<file path="src/rtl/adder_seq_ctrl.sv">
`default_nettype none
// ============================================================================
// Module   : adder_seq_ctrl
// Brief    : Button-driven operand sequencer for the 4-bit adder plus a
//            multiplexed 4-digit seven-segment scanner showing A, B and sum.
// Revision : 1.0 - initial release
// ============================================================================
module adder_seq_ctrl #(
  parameter int SCAN_DIV = 100000
) (
  input  logic       clk,
  input  logic       rst_n,
  input  logic [3:0] sw,
  input  logic       btn,
  output logic [3:0] op_a,
  output logic [3:0] op_b,
  output logic [4:0] sum,
  output logic [1:0] state,
  output logic [3:0] an,
  output logic [6:0] seg
);

  localparam int CNT_W = (SCAN_DIV > 1) ? $clog2(SCAN_DIV) : 1;
  localparam logic [CNT_W-1:0] C_DIV_LAST = CNT_W'(SCAN_DIV - 1);

  typedef enum logic [1:0] {
    ST_WAIT_A = 2'b00,
    ST_WAIT_B = 2'b01,
    ST_SHOW   = 2'b10,
    ST_BAD    = 2'b11
  } state_t;

  state_t           r_state, w_state_nxt;
  logic [3:0]       r_op_a, r_op_b, w_op_a_nxt, w_op_b_nxt;
  logic             r_s1, r_s2, r_s3;
  logic             w_press;
  logic [CNT_W-1:0] r_div_cnt;
  logic [1:0]       r_digit_idx;
  logic             w_digit_on;
  logic [3:0]       w_digit_val;
  logic [6:0]       w_seg_dec;

  // Synchronizer presets high so a button held through reset never fires.
  always_ff @(posedge clk or negedge rst_n) begin
    if (!rst_n) begin
      r_s1 <= 1'b1;
      r_s2 <= 1'b1;
      r_s3 <= 1'b1;
    end else begin
      r_s1 <= btn;
      r_s2 <= r_s1;
      r_s3 <= r_s2;
    end
  end

  assign w_press = r_s2 & ~r_s3;

  always_ff @(posedge clk or negedge rst_n) begin
    if (!rst_n) begin
      r_state <= ST_WAIT_A;
      r_op_a  <= 4'h0;
      r_op_b  <= 4'h0;
    end else begin
      r_state <= w_state_nxt;
      r_op_a  <= w_op_a_nxt;
      r_op_b  <= w_op_b_nxt;
    end
  end

  always_comb begin
    w_state_nxt = r_state;
    w_op_a_nxt  = r_op_a;
    w_op_b_nxt  = r_op_b;
    case (r_state)
      ST_WAIT_A: if (w_press) begin
        w_state_nxt = ST_WAIT_B;
        w_op_a_nxt  = sw;
      end
      ST_WAIT_B: if (w_press) begin
        w_state_nxt = ST_SHOW;
        w_op_b_nxt  = sw;
      end
      ST_SHOW: if (w_press) begin
        w_state_nxt = ST_WAIT_A;
        w_op_a_nxt  = 4'h0;
        w_op_b_nxt  = 4'h0;
      end
      default: w_state_nxt = ST_WAIT_A;
    endcase
  end

  always_ff @(posedge clk or negedge rst_n) begin
    if (!rst_n) begin
      r_div_cnt   <= '0;
      r_digit_idx <= 2'd0;
    end else if (r_div_cnt == C_DIV_LAST) begin
      r_div_cnt   <= '0;
      r_digit_idx <= r_digit_idx + 2'd1;
    end else begin
      r_div_cnt   <= r_div_cnt + CNT_W'(1);
    end
  end

  // Select what the current slot shows; unlisted slots stay blank.
  always_comb begin
    w_digit_on  = 1'b0;
    w_digit_val = 4'h0;
    case (r_state)
      ST_WAIT_A: if (r_digit_idx == 2'd3) begin
        w_digit_on  = 1'b1;
        w_digit_val = sw;
      end
      ST_WAIT_B: begin
        if (r_digit_idx == 2'd3) begin
          w_digit_on  = 1'b1;
          w_digit_val = r_op_a;
        end else if (r_digit_idx == 2'd2) begin
          w_digit_on  = 1'b1;
          w_digit_val = sw;
        end
      end
      ST_SHOW: begin
        w_digit_on = 1'b1;
        case (r_digit_idx)
          2'd3:    w_digit_val = r_op_a;
          2'd2:    w_digit_val = r_op_b;
          2'd1:    w_digit_val = {3'b000, sum[4]};
          default: w_digit_val = sum[3:0];
        endcase
      end
      default: w_digit_on = 1'b0;
    endcase
  end

  always_comb begin
    w_seg_dec = 7'h7F;
    case (w_digit_val)
      4'h0: w_seg_dec = 7'h40;
      4'h1: w_seg_dec = 7'h79;
      4'h2: w_seg_dec = 7'h24;
      4'h3: w_seg_dec = 7'h30;
      4'h4: w_seg_dec = 7'h19;
      4'h5: w_seg_dec = 7'h12;
      4'h6: w_seg_dec = 7'h02;
      4'h7: w_seg_dec = 7'h78;
      4'h8: w_seg_dec = 7'h00;
      4'h9: w_seg_dec = 7'h10;
      4'hA: w_seg_dec = 7'h08;
      4'hB: w_seg_dec = 7'h03;
      4'hC: w_seg_dec = 7'h46;
      4'hD: w_seg_dec = 7'h21;
      4'hE: w_seg_dec = 7'h06;
      default: w_seg_dec = 7'h0E;
    endcase
  end

  assign op_a  = r_op_a;
  assign op_b  = r_op_b;
  assign sum   = {1'b0, r_op_a} + {1'b0, r_op_b};
  assign state = r_state;
  assign an    = w_digit_on ? ~(4'b0001 << r_digit_idx) : 4'b1111;
  assign seg   = w_digit_on ? w_seg_dec : 7'h7F;

endmodule
`default_nettype wire

</file>
<file path="config.mk">
export PLATFORM = sky130hd
export DESIGN_NAME = adder_seq_ctrl
export DESIGN_NICKNAME = d
export VERILOG_FILES = /design/src/rtl/adder_seq_ctrl.sv
export SDC_FILE = /design/constraint.sdc
export NUM_CORES = 1
export LEC_CHECK = 0
export BUFFER_PORTS_ARGS = -buffer_cell sky130_fd_sc_hd__buf_2
export CORE_MARGIN = 2
export CORE_UTILIZATION = 35
export DETAILED_ROUTE_END_ITERATION = 12
export PLACE_DENSITY = 0.55
export SYNTH_ARGS = -nofsm -noshare
export SYNTH_HDL_FRONTEND = slang
export SYNTH_SLANG_ARGS = --single-unit
export TNS_END_PERCENT = 1
</file>
<file path="constraint.sdc">
create_clock -name clk -period 3.5 [get_ports clk]
set_input_delay 0.175 -clock clk [delete_from_list [all_inputs] [get_ports clk]]
set_output_delay 0.175 -clock clk [all_outputs]
set_load 0.05 [all_outputs]
</file>
==> run_results.csv <==
group,metric,value,unit
critical_path,reg2reg_depth,5,
cells_and_area,nets,291,
clocking,cts_tree,"yes",
floorplanning,boundaryPins,33,
place,port_buffers,32,
timing,rsz0062_at_grt,"no",
place,gp_congestion,0.769,
timing,fin_ws,0.243,ns
synth,synth-seq-cells,32,
global_route,grtUsageTotal,0.155,
power,powerDensity,968,mW/mm²
critical_path,slowest_stage,"fa_1",
job,drv_cap,0,
cells_and_area,design_area,0.00248,mm²
clocking,htreeDepth,2,
min_path,hold_start,"sw[3]",
timing,hold_violations,0,
cells_and_area,drive_gt1_frac,0.213,
route,wire_per_inst,13.4,µm
global_route,grt_first_pass_wirelength,8070,µm
place,placed_area,0.00236,mm²
cells_and_area,fin_cells,343,
route,drt_first_iter_violations,88,
synth,synth_flop_cell,"dfrtp_1",
floorplanning,die-area,0.00669,mm²
min_path,min_path_cells,3,
clocking,postCtsSetupBuffers,0,
cells_and_area,area_growth,17.0,%
critical_path,critPathRequiredTime,3.32,ns
min_path,whs_endpoint,"op_a[3]",
power,leakagePower,1.12,nW
synth,synthArstFlopShare,1.00,
synth,post-synth-top-count-cell,"nand2_1",
synth,post_synth_num_cell_types,46,
route,dr_total_vias,1749,
power,finalPower,2.40,mW
global_route,grt_pass1_vias,1735,
synth,synth_top_cell_area_share,0.343,
power,vdd.ir_drop.worst,1050,µV
synth,syn_nets,259,
synth,yosys-top-cells-area,"dfrtp_1 (34%), ha_1 (9.5%), nand2_1 (5.5%)",
clocking,ctsResizeCount,0,
synth,synth_common_cells,"nand2_1 (31), dfrtp_1 (29), nor2_1 (19)",
route,firstDrtPassIters,4,
critical_path,end_kind,"primary output",
critical_path,reg2reg_to,"r_digit_idx[0]",
clocking,cts_buffers,5,
min_path,hold_class,"primary input to flip-flop",
global_route,grt_max_degree,33,
critical_path,path_cells,"ha_1, inv_1, fa_1, a21oi_1, a21oi_1, inv_1, ha_1, nor3_1, nor3_4, buf_2",
floorplanning,die_x,81.8,µm
critical_path,crit_fanout,5,
timing,worst_slew_pin_slew,0.712,ns
synth,yosysWarnings,0,
synth,synth_area_per_cell,9.01,µm²
critical_path,worstPathArrival,3.08,ns
clocking,clk_latency,0.28,ns
clocking,clk_pin_slew,0.06,ns
critical_path,ff2ff_setup_slack,1.33,ns
synth,synth_top_area_cell,"dfrtp_1",
route,route.detailed.drc,0,
timing,fin_crit_sh,0.930,
clocking,clkSinkCount,32,
timing,finalCriticalPeriod,3.26,ns
cells_and_area,n_antenna_cell,0,
synth,netlist_area,0.00212,mm²
place,hpwl,3360,µm
synth,synthCells,235,
run_status,outcome,"completed",
timing,maxSlewHeadroom,0.525,
critical_path,r2r_start,"r_div_cnt[12]",
critical_path,critPathMaxStageDelay,0.51,ns
place,place_inst,333,
global_route,antenna_found_initial,0,
synth,ys_seq_area_frac,0.380,
route,routed_via_density,5.10,
critical_path,cp-start-kind,"flip-flop",
timing,whs,0.172,ns
place,place_ws,0.569,ns
global_route,overflow,0,
clocking,clockBufferDepth,2,
route,ant_nets,0,
floorplanning,num_rows,28,
floorplanning,start_util,0.360,
synth,synth-edff-count,0,
timing,maxSlewViolCount,0,
floorplanning,die_y,81.8,µm
route,wl,4590,µm
timing,fmax,0.307,GHz
floorplanning,coreArea,0.00589,mm²
clocking,root_buffer,"clkbuf_8",
timing,setup_viol,0,
timing,setup_tns,0,ns
critical_path,crit_type,"flip-flop to primary output",
cells_and_area,fin_util,0.421,
timing,finalClockSkew,0.00381,ns
metal layers:
metal	wire, µm	GRT usage	up-vias	part of all wire
met5	0	0	-	0
met4	56	0.0700	0	0.012
met3	156	0.0286	4	0.034
met2	2120	0.246	25	0.46
met1	2250	0.207	833	0.49
li1	-	-	887	-
cell usage in the layout, fill, tap and decap left out, types with 2 or more instances in the layout:
cell and n:
buf_2 32, nand2_1 31, dfrtp_1 29, nor2_1 19, ha_1 16, o21ai_0 11, nand3_1 10, xor2_1 10
inv_1 9, a21oi_1 9, xnor2_1 9, nor2b_1 7, nand3b_1 7, clkbuf_8 7, nand2b_1 4, a311oi_1 4
nor3_1 4, buf_4 4, mux2i_1 3, a31oi_1 3, dfstp_2 3, a211oi_1 2, and4_1 2, or4b_1 2
nand4_1 2, a221oi_1 2, o211ai_1 2, o21a_1 2, o21ai_2 2, dlygate4sd3_1 2
flip-flops by register name, summed over array words and instances, names as in the netlist:
register,cells
op_a,4
op_b,4
r_digit_idx,2
r_div_cnt,17
r_s1,1
r_s2,1
r_s3,1
state,2
where the power goes:
part | switching, mW | internal [mW]
clock network | 0.127 | 0.179
logic | 1.17 | 0.441
registers | 0.0652 | 0.423
cells by family (layout without fill, tap and decap cells):
family          after synthesis  count (layout)  synth area share
flops                        32              32             0.380
compound gates               46              46             0.144
fa+ha+maj                    17              17             0.104
simple gates                 95              95             0.229
buf+inv                      22              55            0.0455
mux                           4               4            0.0195
xor+xnor                     19              19            0.0786
timing repair:
item	CTS	global route
hold buffers	2	0
hold endpoints to repair	30	0
endpoints found under the setup margin	0	0
area by class of cell:
cell class / instances / area [µm²]
Fill cell: 608 / 3410
Multi-Input combinational cell: 181 / 1240
Sequential cell: 32 / 805
Timing Repair Buffer: 38 / 210
Clock buffer: 8 / 100
Tap cell: 75 / 93.8
Inverter: 9 / 33.8
worst max-delay path, delay by kind of cell, from the launching register on:
kind	cells	cell delay [ns]
adders and majority gates	3	1.02
AOI/OAI and AO/OA	2	0.47
buffers and inverters	3	0.46
DFF	1	0.43
and+or+nand+nor	2	0.41
how the worst max path moves through the flow:
stage / start / endpoint / slack, ns / cells past startpoint
after floorplan: op_b[0] / seg[1] / -0.07 / 9
after global placement: op_b[0] / seg[0] / 0.55 / 10
after detailed placement: op_b[0] / seg[0] / 0.57 / 10
after CTS: op_b[0] / seg[0] / 0.25 / 10
after global routing: r_digit_idx[0] / seg[2] / 0.007 / 10
final: op_b[0] / seg[0] / 0.24 / 10
(Power assumes the default switching activity.)
